### src/rtl/gdiv_ctrl.sv
// Sequencing controller for the Goldschmidt divider datapath: drives mux selects
// and load enables through init, first step and ITERS refinement pairs.
module gdiv_ctrl #(
    parameter int ITERS = 4
) (
    input  logic       clk,
    input  logic       reset,
    input  logic       start,
    input  logic       Sn,
    input  logic       Sd,
    output logic [2:0] Ma,
    output logic [1:0] Mb,
    output logic       Ms,
    output logic       Mq,
    output logic       La,
    output logic       Lb,
    output logic       Lk,
    output logic       busy,
    output logic       done,
    output logic       q_sign
);

    // state   | meaning
    // IDLE    | waiting for start, all outputs 0
    // INIT_A  | initial scaling, load A
    // INIT_B  | initial scaling, load B and K
    // FIRST_A | first reciprocal step, load A
    // FIRST_B | first reciprocal step, load B and K
    // ITER    | refinement steps j = 0..2*ITERS-1
    // DONE    | result valid, done pulse
    typedef enum logic [2:0] {
        S_IDLE, S_INIT_A, S_INIT_B, S_FIRST_A, S_FIRST_B, S_ITER, S_DONE
    } state_t;

    localparam int STEPS = 2 * ITERS;
    localparam int JW    = (STEPS > 1) ? $clog2(STEPS) : 1;
    localparam logic [JW-1:0] J_LAST = JW'(STEPS - 1);

    state_t          state_q, state_d;
    logic [JW-1:0]   j_q, j_d;
    logic [1:0]      ph_q, ph_d;
    logic            q_sign_q, q_sign_d;

    always_ff @(posedge clk or posedge reset) begin
        if (reset) begin
            state_q  <= S_IDLE;
            j_q      <= '0;
            ph_q     <= '0;
            q_sign_q <= 1'b0;
        end else begin
            state_q  <= state_d;
            j_q      <= j_d;
            ph_q     <= ph_d;
            q_sign_q <= q_sign_d;
        end
    end

    always_comb begin
        state_d  = state_q;
        j_d      = j_q;
        ph_d     = ph_q;
        q_sign_d = q_sign_q;
        case (state_q)
            S_IDLE: begin
                if (start) begin
                    state_d  = S_INIT_A;
                    q_sign_d = Sn ^ Sd;
                end
            end
            S_INIT_A:  state_d = S_INIT_B;
            S_INIT_B:  state_d = S_FIRST_A;
            S_FIRST_A: state_d = S_FIRST_B;
            S_FIRST_B: begin
                state_d = S_ITER;
                j_d     = '0;
                ph_d    = '0;
            end
            S_ITER: begin
                j_d  = j_q + JW'(1);
                // mod-3 phase kept as its own wrapping counter
                ph_d = (ph_q == 2'd2) ? 2'd0 : ph_q + 2'd1;
                if (j_q == J_LAST) state_d = S_DONE;
            end
            S_DONE: begin
                if (start) begin
                    state_d  = S_INIT_A;
                    q_sign_d = Sn ^ Sd;
                end else begin
                    state_d = S_IDLE;
                end
            end
            default: state_d = S_IDLE;
        endcase
    end

    always_comb begin
        Ma   = 3'd0;
        Mb   = 2'd0;
        Ms   = 1'b0;
        Mq   = 1'b0;
        La   = 1'b0;
        Lb   = 1'b0;
        Lk   = 1'b0;
        busy = 1'b0;
        done = 1'b0;
        case (state_q)
            S_INIT_A: begin
                Mb = 2'd1; Ma = 3'd5; Mq = 1'b1; La = 1'b1; busy = 1'b1;
            end
            S_INIT_B: begin
                Mb = 2'd1; Ma = 3'd4; Mq = 1'b1; Lb = 1'b1; Lk = 1'b1; busy = 1'b1;
            end
            S_FIRST_A: begin
                Mb = 2'd2; Ma = 3'd1; Mq = 1'b1; La = 1'b1; busy = 1'b1;
            end
            S_FIRST_B: begin
                Mb = 2'd2; Ma = 3'd4; Mq = 1'b1; Lb = 1'b1; Lk = 1'b1; busy = 1'b1;
            end
            S_ITER: begin
                Mb   = 2'd2;
                Mq   = 1'b1;
                Ma   = 3'd2 + {1'b0, ph_q};
                La   = ~j_q[0];
                Lb   = j_q[0];
                Lk   = j_q[0];
                busy = 1'b1;
            end
            S_DONE: begin
                Mb = 2'd2; Ma = 3'd2; Mq = 1'b1; done = 1'b1;
            end
            default: ;
        endcase
    end

    assign q_sign = q_sign_q;

endmodule
### config.mk
export PLATFORM = sky130hd
export DESIGN_NAME = gdiv_ctrl
export DESIGN_NICKNAME = d
export VERILOG_FILES = /design/src/rtl/gdiv_ctrl.sv
export SDC_FILE = /design/constraint.sdc
export NUM_CORES = 1
export LEC_CHECK = 0
export BUFFER_PORTS_ARGS = -buffer_cell sky130_fd_sc_hd__buf_4
export CAP_MARGIN = 15
export CORE_AREA = 2 2 39 41
export DETAILED_ROUTE_END_ITERATION = 16
export DIE_AREA = 0 0 41 43
export GPL_TIMING_DRIVEN = 0
export HOLD_SLACK_MARGIN = 0.06
export PLACE_DENSITY_LB_ADDON = 0.25
export SETUP_SLACK_MARGIN = 0.05
export SLEW_MARGIN = 20
export SYNTH_ARGS = -nofsm -noshare
export SYNTH_HDL_FRONTEND = slang
export SYNTH_SLANG_ARGS = --single-unit
### constraint.sdc
create_clock -name clk -period 1.35 [get_ports clk]
set_input_delay 0.0675 -clock clk [delete_from_list [all_inputs] [get_ports clk]]
set_output_delay 0.0675 -clock clk [all_outputs]
set_load 0.005 [all_outputs]
Word level (Yosys, flattened, before mapping)
Index checks and enable logic that the tools add are counted.
- bits in registers: 9
- latch bits: 0
- memory bits (writable): 0
- bits in read-only memories: 0
- output and inout bits: 13
- word-level logic and storage cells: 44
- memories: 0
- add/subtract/negate cells: 3
- $mul: 0
- div/mod/pow operators: 0
- magnitude comparators: 0
- equal/unequal tests: 10
- shifts and indexed selects: 0
- muxes and demuxes: 14
- bitwise gates (word level): 2
- reductions and logical operators: 11
- operators by type and width (cell ; count):
    case mux 3 bit (7 select lines) ; 1
    case mux 3 bit (5 select lines) ; 1
    equality test 3 bit, second input constant ; 4
    case mux 2 bit (2 select lines) ; 2
    OR reduction 2 bit ; 4
    equality test 3 x 2 -> 1 bit, second input constant ; 2
    2-to-1 mux 3 bit ; 2
    case mux 3 bit (2 select lines) ; 1
    OR reduction 6 bit ; 1
    OR reduction 5 bit ; 1
    2-to-1 mux 1 bit ; 4
    inequality test 2 bit, second input constant ; 2
    case mux 1 bit (2 select lines) ; 2
    AND reduction 2 bit ; 2
    OR reduction 4 bit ; 1
    adder 2 x 2 -> 3 bit, first input constant ; 1
    adder 3 x 1 -> 3 bit, second input constant ; 1
    equality test 3 x 1 -> 1 bit, second input constant ; 1
    zero test 3 bit ; 1
    adder 2 x 1 -> 2 bit, second input constant ; 1
    equality test 2 bit, second input constant ; 1
    2-to-1 mux 2 bit ; 1
    nonzero test 2 bit ; 1
    inverter 1 bit ; 1
    XOR 1 bit ; 1

Logic depth before layout (Yosys ltp)
- word-level depth: 3
- mapped depth: 5

Least setup slack after synthesis
OpenSTA, ideal clock, no wires.
- path kind: reg-to-reg
- from: reg state_q[1]
- to: reg q_sign_q (netlist: q_sign)
- setup time: 125 ps
- arrival time: 1070 ps
- data required time: 1225 ps
- path slack: 155 ps
- stages on the path, launching flop included: 4
- buffers on the path: 0
- path through: dfrtp_1 > nor2b_2 > and4bb_1 > mux2_4
- cells in the longest elaborated chain, start to end: 3
- ends and longest elaborated chain (item ; RTL line ; RTL):
    start: declaration ; 39 ; state_t state_q, state_d;
    start signal: assignment ; 51 ; state_q <= state_d;
    equality test 3 bit or zero test 3 bit (tied branches) ; 63 ; case (state_q)
    OR reduction 2 bit (no line) (*) ; n/a ;
    AND reduction 2 bit (no line) (*) ; n/a ;
    end signal: assignment ; 54 ; q_sign_q <= q_sign_d;
    end: declaration ; 42 ; logic q_sign_q, q_sign_d;
Mark *: on every way between the ends. The rest lies on a longest branch, timed or not.
A chain may end at the register's enable or synchronous reset.

Final worst setup path
- from: reg state_q[1]
- to: out Mq
- cells in the longest elaborated chain, start to end: 3
- ends and longest elaborated chain (item ; RTL line ; RTL):
    equality test 3 bit (tied with other cells) ; 106 ; case (state_q)
    OR reduction 6 bit (no line) (*) ; n/a ;
    2-to-1 mux 1 bit (*) ; 106 ;
    end: declaration ; 14 ; output logic Mq,
Marked as above.

==> results.md <==
* Core ar. at 1380 sq um
* Post-route minimum period at ~1400 ps
* Setup TNS at -287 ps
* Layout Utilization at 0.686
* Final hold vios at 0
* Root Driver: clkbuf_4
* CP Cell Sequence: buf_6 -> nor3_4 -> a21oi_2 -> or2_1 -> buf_6
* CP dominant cell by count: buf_6
* Vias per inst at 4.86
* Reg-to-reg slack, setup at -90 ps
* Worst path required time at 1280 ps
* # DRC at 0
* R2r worst-path depth at 5
* Synth Area in Compound Gates at 0.143
* PnR worst setup slack at -95.8 ps
* Worst hold path startpoint: start
* PortBufs at 16
* Die Span X at 41 um
* Pwr dens at 2560 nW/um^2
* Post-Synthesis Cells at 64
* Total track usage at 0.175
* Reg clk slew, reported paths at 60 ps
* Largest family of logic cells by synthesized area: simple AND/OR/NAND/NOR gates
* Vias in the first global route at approximately 540
* CP startpoint: state_q[1]$_DFFE_PP0P_
* CTS Sinks at 9
* Netlist cell types at 28
* Vias at ~560
* Arrival @ worst endpoint at 1380 ps
* Antenna diodes at 0
* Crit end category: primary output
* Outcome: finished, violations left
* Synth warn at 0
* Fillers at approximately 100
* Critical path startpoint category: flip-flop
* Multi-input combinational cell area at about 360 sq um
* Initial antenna violation count at 0
* GPL Wtd Cong at 0.789
* Worst vdd ir at around 0.0011 V
* Worst min path class: input port to flip-flop
* Final setup vio count at 5
* Failing checks: setup timing
* Post-DRT Antenna Nets at 0
* Worst hold stages at 3
* Initial core utilization at 0.416
* R2r endpoint: q_sign$_DFFE_PP0P_
* Reg area at 228 sq um
* Slowest-stage cell, CP: dfrtp_1
* Period utilization at 1.07
* Simple-gate share of the synthesized area at 0.230
* Clock tree from TritonCTS: yes
* Syn avg cell area at 8.99 sq um
* CTS Buf Count at 3
* Critical Path Fanout Max at 7
* Hold Path End: state_q[0]$_DFFE_PP0P_
* CP Buf/Inv Count at 2
* Clock Path Buffers at 2
* CP top delay family: flip-flops
* Commonest non-fill, non-tap cell in the layout: buf_4
* FMAX at ~700 MHz
* Nets at 107
* Commonest non-fill, non-tap cells in the layout: buf_4 (30), dfrtp_1 (7), buf_6 (5), nand2_1 (5)
* H-tree levels at 1
* Initial detailed-routing violation count at 9
* CP Class: flip-flop to primary output
* Cell area after synthesis at 576 sq um
* # rows at 14
* DP Worst Slack at about 37 ps
* Fin. max-slew vios at 0
* P_leak at about 0.00047 uW
* Worst path max stage delay at slightly above 400 ps
* Proportion of synthesized area in mux cells at 0.0652
* Seq cells post-synth at 9
* RSZ-0062 raised after global routing: yes
* Largest net degree at the start of global routing at 11
* First-pass GRT wire length at 2130 um
* Area Overhead vs Synth at 65.0%
* Max-cap violations at 0
* Grt total ovfl at 0
* Syn nets at just over 70
* Worst R2R Start: state_q[2]$_DFFE_PP0P_
* Seq/Total Area, Yosys at 0.391
* DRT Wirelength at about 1400 um
* Full die area at around 1800 sq um
* Routed len/inst at 11.8 um
* Synth Area in XOR/XNOR at 0.0457
* Pre-antenna DRT Iters at 4
* Layout cells sized above 1 at 0.535
* Worst clock skew at 2.74 ps
* Worst-skew pair later-pin latency at 250 ps
* Post-synthesis adder-cell area fraction at 0.0435
* Dpl hpwl at 802 um
* Ports at 18
* Die height at roughly 43 um
worst min-delay path: cells and delay by family:
kind	cells	cell delay, ps
AO/OA/AOI/OAI	1	100
buffers and inverters	1	90
AND/OR/NAND/NOR	1	40
synthesized netlist by cell type:
| master | count | area [sq um] |
|---|---|---|
| nor2b_1 | 3 | 18.8 |
| xnor2_1 | 1 | 8.76 |
| conb_1 | 1 | 3.75 |
| buf_4 | 2 | 15.0 |
| ha_1 | 2 | 25.0 |
| mux2_2 | 1 | 11.3 |
| xor2_1 | 2 | 17.5 |
| or2_1 | 1 | 6.26 |
| nor2b_2 | 1 | 8.76 |
| dfrtp_1 | 9 | 225 |
| and2_1 | 2 | 12.5 |
| nand2_1 | 6 | 22.5 |
| a21oi_1 | 2 | 10.0 |
| o21a_1 | 1 | 7.51 |
| mux2_4 | 1 | 15.0 |
| a21o_1 | 1 | 7.51 |
| a21boi_0 | 1 | 7.51 |
| a22o_1 | 1 | 8.76 |
| a31oi_1 | 1 | 6.26 |
| nor3_1 | 1 | 5.00 |
| buf_2 | 4 | 20.0 |
| nor2_1 | 4 | 15.0 |
| mux2_1 | 1 | 11.3 |
| inv_1 | 2 | 7.51 |
| o21ai_1 | 2 | 10.0 |
| and4bb_1 | 1 | 12.5 |
| o21ai_0 | 5 | 25.0 |
| nand2b_1 | 5 | 31.3 |
worst max path at each step:
stage                    endpoint  slack (ps)  depth (start not counted)
2_1_floorplan  q_sign$_DFFE_PP0P_         150                          3
3_3_place_gp                   Lk          50                          6
3_5_place_dp                   Lk          40                          6
4_1_cts                        Mq         -70                          5
5_1_grt                        Mq        -190                          5
6_report                       Mq        -100                          5
registers in the layout, summed over array words and instances (netlist names):
register	cells
ph_q	2
state_q	3
j_q	3
q_sign	1
final cells by class:
class	count	share of cell area
well taps	16	0.0211
inverters	2	0.00791
multi-input cells	47	0.381
plain buffers	6	0.0672
clock buffers	4	0.0277
flip-flops and latches	9	0.240
repair buffers	31	0.256
per-stage QoR:
stage	power [uW]	std cells	area, sq um	hold slack, ps
final	2430	115	950	88.9
after floorplan	1140	64	576	-105
after CTS	2310	115	922	73.9
after global placement	1590	96	716	55.3
after detailed placement	1610	96	716	49.3
after global routing	2640	115	950	86.0
where the power goes:
part           switching (uW)  internal [uW]
Clock                    87.4            113
Sequential                106            392
Combinational             676           1060
Total                     870           1560
cell families (layout without fill, tap and decap cells):
logic type                 after synthesis  in the layout
xor gates and xnor gates                 3              3
adders and majority gates                2              2
other                                    1              1
DFF                                      9              9
muxes                                    3              3
buffers and inverters                    8             43
and+or+nand+nor                         24             24
AOI/OAI and AO/OA                       14             14
timing repair:
| item | CTS | global route |
|---|---|---|
| endpoints found under the hold margin | 9 | 0 |
| setup buffers | 14 | 0 |
| setup endpoints to repair | 8 | 11 |
| pin swaps | 9 | 2 |
| gates resized for setup | 20 | 7 |
| hold buffers | 1 | 0 |
per-layer routing:
| layer | track usage | part of all wire |
|---|---|---|
| met1 | 0.192 | 0.41 |
| met2 | 0.313 | 0.55 |
| met3 | 0.0314 | 0.034 |
| met4 | 0.0600 | 0 |
| met5 | 0 | 0 |
(Power assumes the default switching activity.)
